--- config.mk ---
export PLATFORM = sky130hd
export DESIGN_NAME = if_fetch_stage
export DESIGN_NICKNAME = d
export VERILOG_FILES = /design/src/rtl/if_fetch_stage.sv
export SDC_FILE = /design/constraint.sdc
export NUM_CORES = 1
export LEC_CHECK = 0
export CORE_MARGIN = 2
export CORE_UTILIZATION = 44
export CTS_CLUSTER_DIAMETER = 50
export CTS_CLUSTER_SIZE = 10
export DETAILED_ROUTE_END_ITERATION = 6
export GPL_TIMING_DRIVEN = 0
export PLACE_DENSITY = 0.66
export REMOVE_ABC_BUFFERS = 1
export SLEW_MARGIN = 30
export SYNTH_ARGS = -nofsm -noshare
export SYNTH_HDL_FRONTEND = slang
export SYNTH_SLANG_ARGS = --single-unit
export TNS_END_PERCENT = 30
--- constraint.sdc ---
create_clock -name clk -period 22.1 [get_ports clk]
set_input_delay 4.42 -clock clk [delete_from_list [all_inputs] [get_ports clk]]
set_output_delay 4.42 -clock clk [all_outputs]
set_load 0.1 [all_outputs]
--- src/rtl/if_fetch_stage.sv ---
// RV32I instruction-fetch stage and IF/ID register, with a credit-limited fetch buffer.
// Define FETCH_PERF_CNT_EN to build the stall/flush performance counters.
module if_fetch_stage #(
    parameter logic [31:0] RESET_PC   = 32'h0000_0000,
    parameter int          FIFO_DEPTH = 2,
    parameter logic [31:0] NOP_INSTR  = 32'h0000_0013
) (
    input  logic        clk,
    input  logic        rst,
    input  logic        pc_write,
    input  logic        ifid_write,
    input  logic        flush,
    input  logic [31:0] branch_target,
    output logic        imem_req,
    output logic [31:0] imem_addr,
    input  logic        imem_gnt,
    input  logic        imem_rvalid,
    input  logic [31:0] imem_rdata,
    output logic [31:0] ifid_pc,
    output logic [31:0] ifid_instr,
    output logic        ifid_valid,
    output logic [31:0] stall_cycles,
    output logic [31:0] flush_count
);
    // Storage is sized for the largest legal depth (4); only FIFO_DEPTH entries are used.
    localparam int               PTR_W   = 2;
    localparam int               CNT_W   = 3;
    localparam logic [CNT_W-1:0] DEPTH_C = CNT_W'(FIFO_DEPTH);
    localparam logic [PTR_W-1:0] LAST_C  = PTR_W'(FIFO_DEPTH - 1);

    logic [31:0]      r_pc;
    logic [CNT_W-1:0] r_outstanding;
    logic [CNT_W-1:0] r_drop_cnt;
    logic [CNT_W-1:0] r_fifo_cnt;
    logic [31:0]      r_rq_pc [4];
    logic [PTR_W-1:0] r_rq_wr;
    logic [PTR_W-1:0] r_rq_rd;
    logic [31:0]      r_fb_pc [4];
    logic [31:0]      r_fb_instr [4];
    logic [PTR_W-1:0] r_fb_wr;
    logic [PTR_W-1:0] r_fb_rd;
    logic [31:0]      r_ifid_pc;
    logic [31:0]      r_ifid_instr;
    logic             r_ifid_valid;

    logic             w_grant;
    logic             w_resp_push;
    logic             w_fb_empty;
    logic             w_head_avail;
    logic             w_ifid_load;
    logic [CNT_W-1:0] w_inflight;
    logic [31:0]      w_req_pc;
    logic [31:0]      w_head_pc;
    logic [31:0]      w_head_instr;
    logic [1:0]       w_unused_tgt_lsb;

    function automatic logic [PTR_W-1:0] ptr_inc(input logic [PTR_W-1:0] p);
        return (p == LAST_C) ? '0 : p + PTR_W'(1);
    endfunction

    // Credits cover both in-flight requests and buffered words, so the buffer never overflows.
    assign w_inflight   = r_outstanding + r_fifo_cnt;
    assign imem_req     = !rst && !flush && pc_write && (w_inflight < DEPTH_C);
    assign imem_addr    = r_pc;
    assign w_grant      = imem_req && imem_gnt;
    assign w_req_pc     = r_rq_pc[r_rq_rd];

    assign w_resp_push  = imem_rvalid && (r_drop_cnt == '0) && !flush;
    assign w_fb_empty   = (r_fifo_cnt == '0);
    assign w_head_pc    = w_fb_empty ? w_req_pc   : r_fb_pc[r_fb_rd];
    assign w_head_instr = w_fb_empty ? imem_rdata : r_fb_instr[r_fb_rd];
    assign w_head_avail = !w_fb_empty || w_resp_push;
    assign w_ifid_load  = ifid_write && w_head_avail && !flush;

    assign w_unused_tgt_lsb = branch_target[1:0];

    always_ff @(posedge clk) begin
        if (rst) begin
            r_pc          <= RESET_PC;
            r_outstanding <= '0;
            r_drop_cnt    <= '0;
            r_rq_wr       <= '0;
            r_rq_rd       <= '0;
        end else begin
            if (flush)
                r_pc <= {branch_target[31:2], 2'b00};
            else if (w_grant)
                r_pc <= r_pc + 32'd4;
            if (w_grant)
                r_rq_wr <= ptr_inc(r_rq_wr);
            if (imem_rvalid)
                r_rq_rd <= ptr_inc(r_rq_rd);
            r_outstanding <= r_outstanding + CNT_W'(w_grant) - CNT_W'(imem_rvalid);
            // Every response still in flight after a redirect belongs to the wrong path.
            if (flush)
                r_drop_cnt <= r_outstanding - CNT_W'(imem_rvalid);
            else if (imem_rvalid && (r_drop_cnt != '0))
                r_drop_cnt <= r_drop_cnt - CNT_W'(1);
        end
    end

    always_ff @(posedge clk) begin
        if (rst || flush) begin
            r_fb_wr    <= '0;
            r_fb_rd    <= '0;
            r_fifo_cnt <= '0;
        end else begin
            if (w_resp_push)
                r_fb_wr <= ptr_inc(r_fb_wr);
            if (w_ifid_load)
                r_fb_rd <= ptr_inc(r_fb_rd);
            r_fifo_cnt <= r_fifo_cnt + CNT_W'(w_resp_push) - CNT_W'(w_ifid_load);
        end
    end

    always_ff @(posedge clk) begin
        if (w_grant)
            r_rq_pc[r_rq_wr] <= r_pc;
        if (w_resp_push) begin
            r_fb_pc[r_fb_wr]    <= w_req_pc;
            r_fb_instr[r_fb_wr] <= imem_rdata;
        end
    end

    // IF/ID register: an empty buffer lets a same-cycle response bypass straight in.
    always_ff @(posedge clk) begin
        if (rst) begin
            r_ifid_valid <= 1'b0;
            r_ifid_instr <= NOP_INSTR;
            r_ifid_pc    <= '0;
        end else if (flush) begin
            r_ifid_valid <= 1'b0;
            r_ifid_instr <= NOP_INSTR;
        end else if (ifid_write) begin
            if (w_head_avail) begin
                r_ifid_valid <= 1'b1;
                r_ifid_instr <= w_head_instr;
                r_ifid_pc    <= w_head_pc;
            end else begin
                r_ifid_valid <= 1'b0;
                r_ifid_instr <= NOP_INSTR;
            end
        end
    end

    assign ifid_pc    = r_ifid_pc;
    assign ifid_instr = r_ifid_instr;
    assign ifid_valid = r_ifid_valid;

    a_no_orphan_rvalid: assert property (@(posedge clk) disable iff (rst)
        !(imem_rvalid && (r_outstanding == '0)));
    a_no_fb_overflow: assert property (@(posedge clk) disable iff (rst)
        !(w_resp_push && (r_fifo_cnt == DEPTH_C)));

`ifdef FETCH_PERF_CNT_EN
    logic [31:0] r_stall_cycles;
    logic [31:0] r_flush_count;

    always_ff @(posedge clk) begin
        if (rst) begin
            r_stall_cycles <= '0;
            r_flush_count  <= '0;
        end else begin
            if (!ifid_write && r_ifid_valid)
                r_stall_cycles <= r_stall_cycles + 32'd1;
            if (flush)
                r_flush_count <= r_flush_count + 32'd1;
        end
    end

    assign stall_cycles = r_stall_cycles;
    assign flush_count  = r_flush_count;
`else
    assign stall_cycles = '0;
    assign flush_count  = '0;
`endif

endmodule

==> reports/results.md <==
| Result | Reported | Unit |
|:---|:---|:---|
| Buffer count from post-CTS setup fixing | 0 | - |
| Post-synthesis async set-or-reset flop share | 0 | % |
| Crit path max fanout | 41 | - |
| Antenna violations before repair | 0 | - |
| Sequential share of the synthesized area | 69.5 | % |
| Worst Setup SP | rst | - |
| Worst setup slack after layout | 11,200 | ps |
| Transition at the pin with the smallest max-transition slack | 1030 | ps |
| Number of violations reported at the end of detailed-routing iteration 0 | 809 | - |
| Synth-to-Final Area Change | 21.9 | % |
| Top post-synthesis cells by area | edfxtp_1 (58%), dfxtp_1 (12%), mux4_2 (11%) | - |
| Number of vias after detailed routing | 10,900 | - |
| Number of vias per cell | 5.21 | - |
| Capture instance of the worst register-to-register path | r_fifo_cnt[2] | - |
| Min-Delay Startpoint | r_fb_rd[1] | - |
| # Max-Cap Violations | 0 | - |
| Via count of the first global-routing pass | 11,000 | - |
| Synth unique cells | 54 | - |
| # IOs | 233 | - |
| Pwr dens | 90.9 | nW/um2 |
| Hold buffers post-CTS | 0 | - |
| Path depth of the worst reg2reg path | 11 | - |
| Cell count after synthesis | 1,262 | - |
| Congestion Overflow GR | 0 | - |
| Sum of negative setup slack | 0 | ps |
| Setup repair after global routing missed its margin | false | - |
| Fill count | 3,548 | - |
| Start of the worst register-to-register path | r_fifo_cnt[2] | - |
| Worst slew margin | 31.3 | % |
| Reg-to-reg setup timing slack | 18,630 | ps |
| Maximum number of pins on one net before global-route repair | 42 | - |
| Core area | 43,100 | um2 |
| Highest achievable clock rate | 91.8 | MHz |
| Clk slew on worst S/H paths | 60 | ps |
| Critical setup path kind | in -> out | - |
| Clock Tree Root | clkbuf_16 | - |
| Pre-CTS setup slack | 11,190 | ps |
| Antenna Violating Nets Remaining | 0 | - |
| Cell with the most instances after synthesis | edfxtp_1 | - |
| Outcome | complete, no violations | - |
| Top_reg_cell synth | edfxtp_1 | - |
| Max Buffers Root-to-Sink | 3 | - |
| Placement Rows | 76 | - |
| Area after DPL | 21,700 | um2 |
| Share of the synthesized area in the top cell type | 57.6 | % |
| Number of design rule violations left after detail routing | 0 | - |
| Number of synthesized flops with an enable pin | 368 | - |
| Initial DRT Pass Iterations | 5 | - |
| Warnings from Yosys | 0 | - |
| Number of nets at the end of the flow | 1,549 | - |
| Total number of clock tree sinks | 482 | - |
| Die Ht | 213 | um |
| Num CTS Buffers | 56 | - |
| Crit path time final | 10,900 | ps |
| Share of final-layout standard cells stronger than drive strength 1 | 16.9 | % |
| Critical Path Start Type | primary input | - |
| Slew Limit Fails | 0 | - |
| First-pass GRT wire length | 62.9 | mm |
| Final Cell Area | 23,400 | um2 |
| Peak ir drop on the vdd network | 0.0604 | mV |
| Overall Global Routing Usage | 18.2 | % |
| Clock tree from TritonCTS | done | - |
| Classification of the worst-slack hold path | reg -> reg | - |
| RePlAce Congestion | 0.753 | - |
| Most area-hungry cell type in the Yosys netlist | edfxtp_1 | - |
| Wire length reported by the detailed router | 40.7 | mm |
| ANT cells | 0 | - |
| Setup Skew | 16.7 | ps |
| Required time of the worst setup path | 17,680 | ps |
| Die area | 45,300 | um2 |
| Synth Cell Area | 19,200 | um2 |
| Die span in x | 213 | um |
| Core utilization of the finished layout | 54.3 | % |
| Initial Utilization | 44.5 | % |
| Crit path arrival time | 6480 | ps |
| Most used standard cells in the synthesized netlist | edfxtp_1 (368), nand2_1 (160), dfxtp_1 (114) | - |
| Number of cells upsized or downsized after cts | 0 | - |
| Mean routed wirelength per cell | 19.4 | um |
| Final cycle utilization of the critical path | 49.3 | % |
| Crit. End Element | output port | - |
| Hold Path Depth | 2 | - |
| Setup violators final | 0 | - |
| Reported leakage power | 7.68 | nW |
| Syn_area_per_cell | 15.2 | um2 |
| Worst-Skew Late Latency | 580 | ps |
| Final Hold Viols | 0 | - |
| Htree depth | 2 | - |
| Total power | 0.00213 | W |
| Post-detailed-placement half-perimeter wirelength | 26.4 | mm |
| Number of input and output port buffers inserted | 162 | - |
| Synthesized flop and latch total | 482 | - |
-- critical path, cell delays in order --
cell and delay [ps]:
buf_4 230, buf_12 230, and4bb_2 320, and2_1 120, clkdlybuf4s50_1 1120
-- sequential cells by signal, summed over array words and instances, names as in the netlist, 3 cells and up, named ones only --
signal and count:
imem_addr 30, r_fifo_cnt 3, r_outstanding 3, ifid_instr 32, r_rq_pc 120, ifid_pc 30
r_fb_instr 128, r_drop_cnt 3, r_fb_pc 120
-- layout by cell type (no fill, tap or decap), types with 5 or more instances in the layout --
| cell type | n |
|---|---|
| edfxtp_1 | 368 |
| nand2_1 | 160 |
| clkdlybuf4s50_1 | 151 |
| dfxtp_1 | 110 |
| nor2_1 | 95 |
| mux4_2 | 92 |
| a21oi_1 | 88 |
| conb_1 | 68 |
| clkbuf_16 | 58 |
| clkbuf_1 | 38 |
| buf_4 | 33 |
| a311oi_1 | 32 |
| inv_1 | 17 |
| nand4_1 | 15 |
| nand3_1 | 11 |
| o21ai_0 | 11 |
| buf_2 | 10 |
| buf_16 | 10 |
| xnor2_1 | 9 |
| ha_1 | 9 |
| nor4_1 | 8 |
| a31oi_1 | 8 |
| and2_1 | 7 |
| mux2_2 | 7 |
| o211ai_1 | 6 |
| buf_12 | 6 |
| or3_1 | 5 |
| a32oi_1 | 5 |
-- area by class of cell --
| class | count | area, um2 | area share (%) |
|---|---|---|---|
| sequential | 482 | 13300 | 57.1 |
| multi-input combinational | 690 | 5270 | 22.5 |
| timing repair buffer | 216 | 2280 | 9.75 |
| clock buffer | 99 | 1640 | 6.99 |
| tap | 585 | 732 | 3.13 |
| inverter | 20 | 75.1 | 0.321 |
| clock inverter | 4 | 41.3 | 0.177 |
-- metal layers --
layer  vias to the layer above  part of all wire (%)  track usage (%)
met5                         -                     0                0
li1                       5084                     -                -
met2                       308                    50             31.0
met3                        64                   4.9             3.40
met1                      5465                    43             23.9
met4                         0                   2.0             5.67
-- cell families (layout without fill, tap and decap cells) --
family | after synthesis | in the layout | share of synthesized area, %
flip-flops | 482 | 482 | 69.5
AND/OR/NAND/NOR | 334 | 334 | 7.72
AO/OA/AOI/OAI | 166 | 166 | 5.39
buffers and inverters | 157 | 339 | 4.66
multiplexers | 99 | 99 | 11.2
adder cells (fa/ha/maj) | 12 | 12 | 0.900
XOR/XNOR | 11 | 11 | 0.581
other | 1 | 68 | 0.0196
-- power by group --
part / internal, W / switching [W]
combinational: 0.0000778 / 0.000194
clock: 0.000497 / 0.000339
sequential: 0.00100 / 0.0000180
total: 0.00157 / 0.000551
-- worst max-delay path by stage --
stage,to,slack [ps]
floorplan,r_fb_instr[2][0],12150
global route,imem_req,11120
CTS,imem_req,11180
finish,imem_req,11200
detailed placement,imem_req,11190
global placement,r_fb_instr[2][28],6530
-- per-stage QoR --
step           hold slack, ps  std cells
2_1_floorplan             404       1192
3_3_place_gp              418       1939
3_5_place_dp              416       1993
4_1_cts                   424       2096
5_1_grt                   454       2096
6_report                  422       2096
No activity file was read; power rests on OpenSTA's default activity.
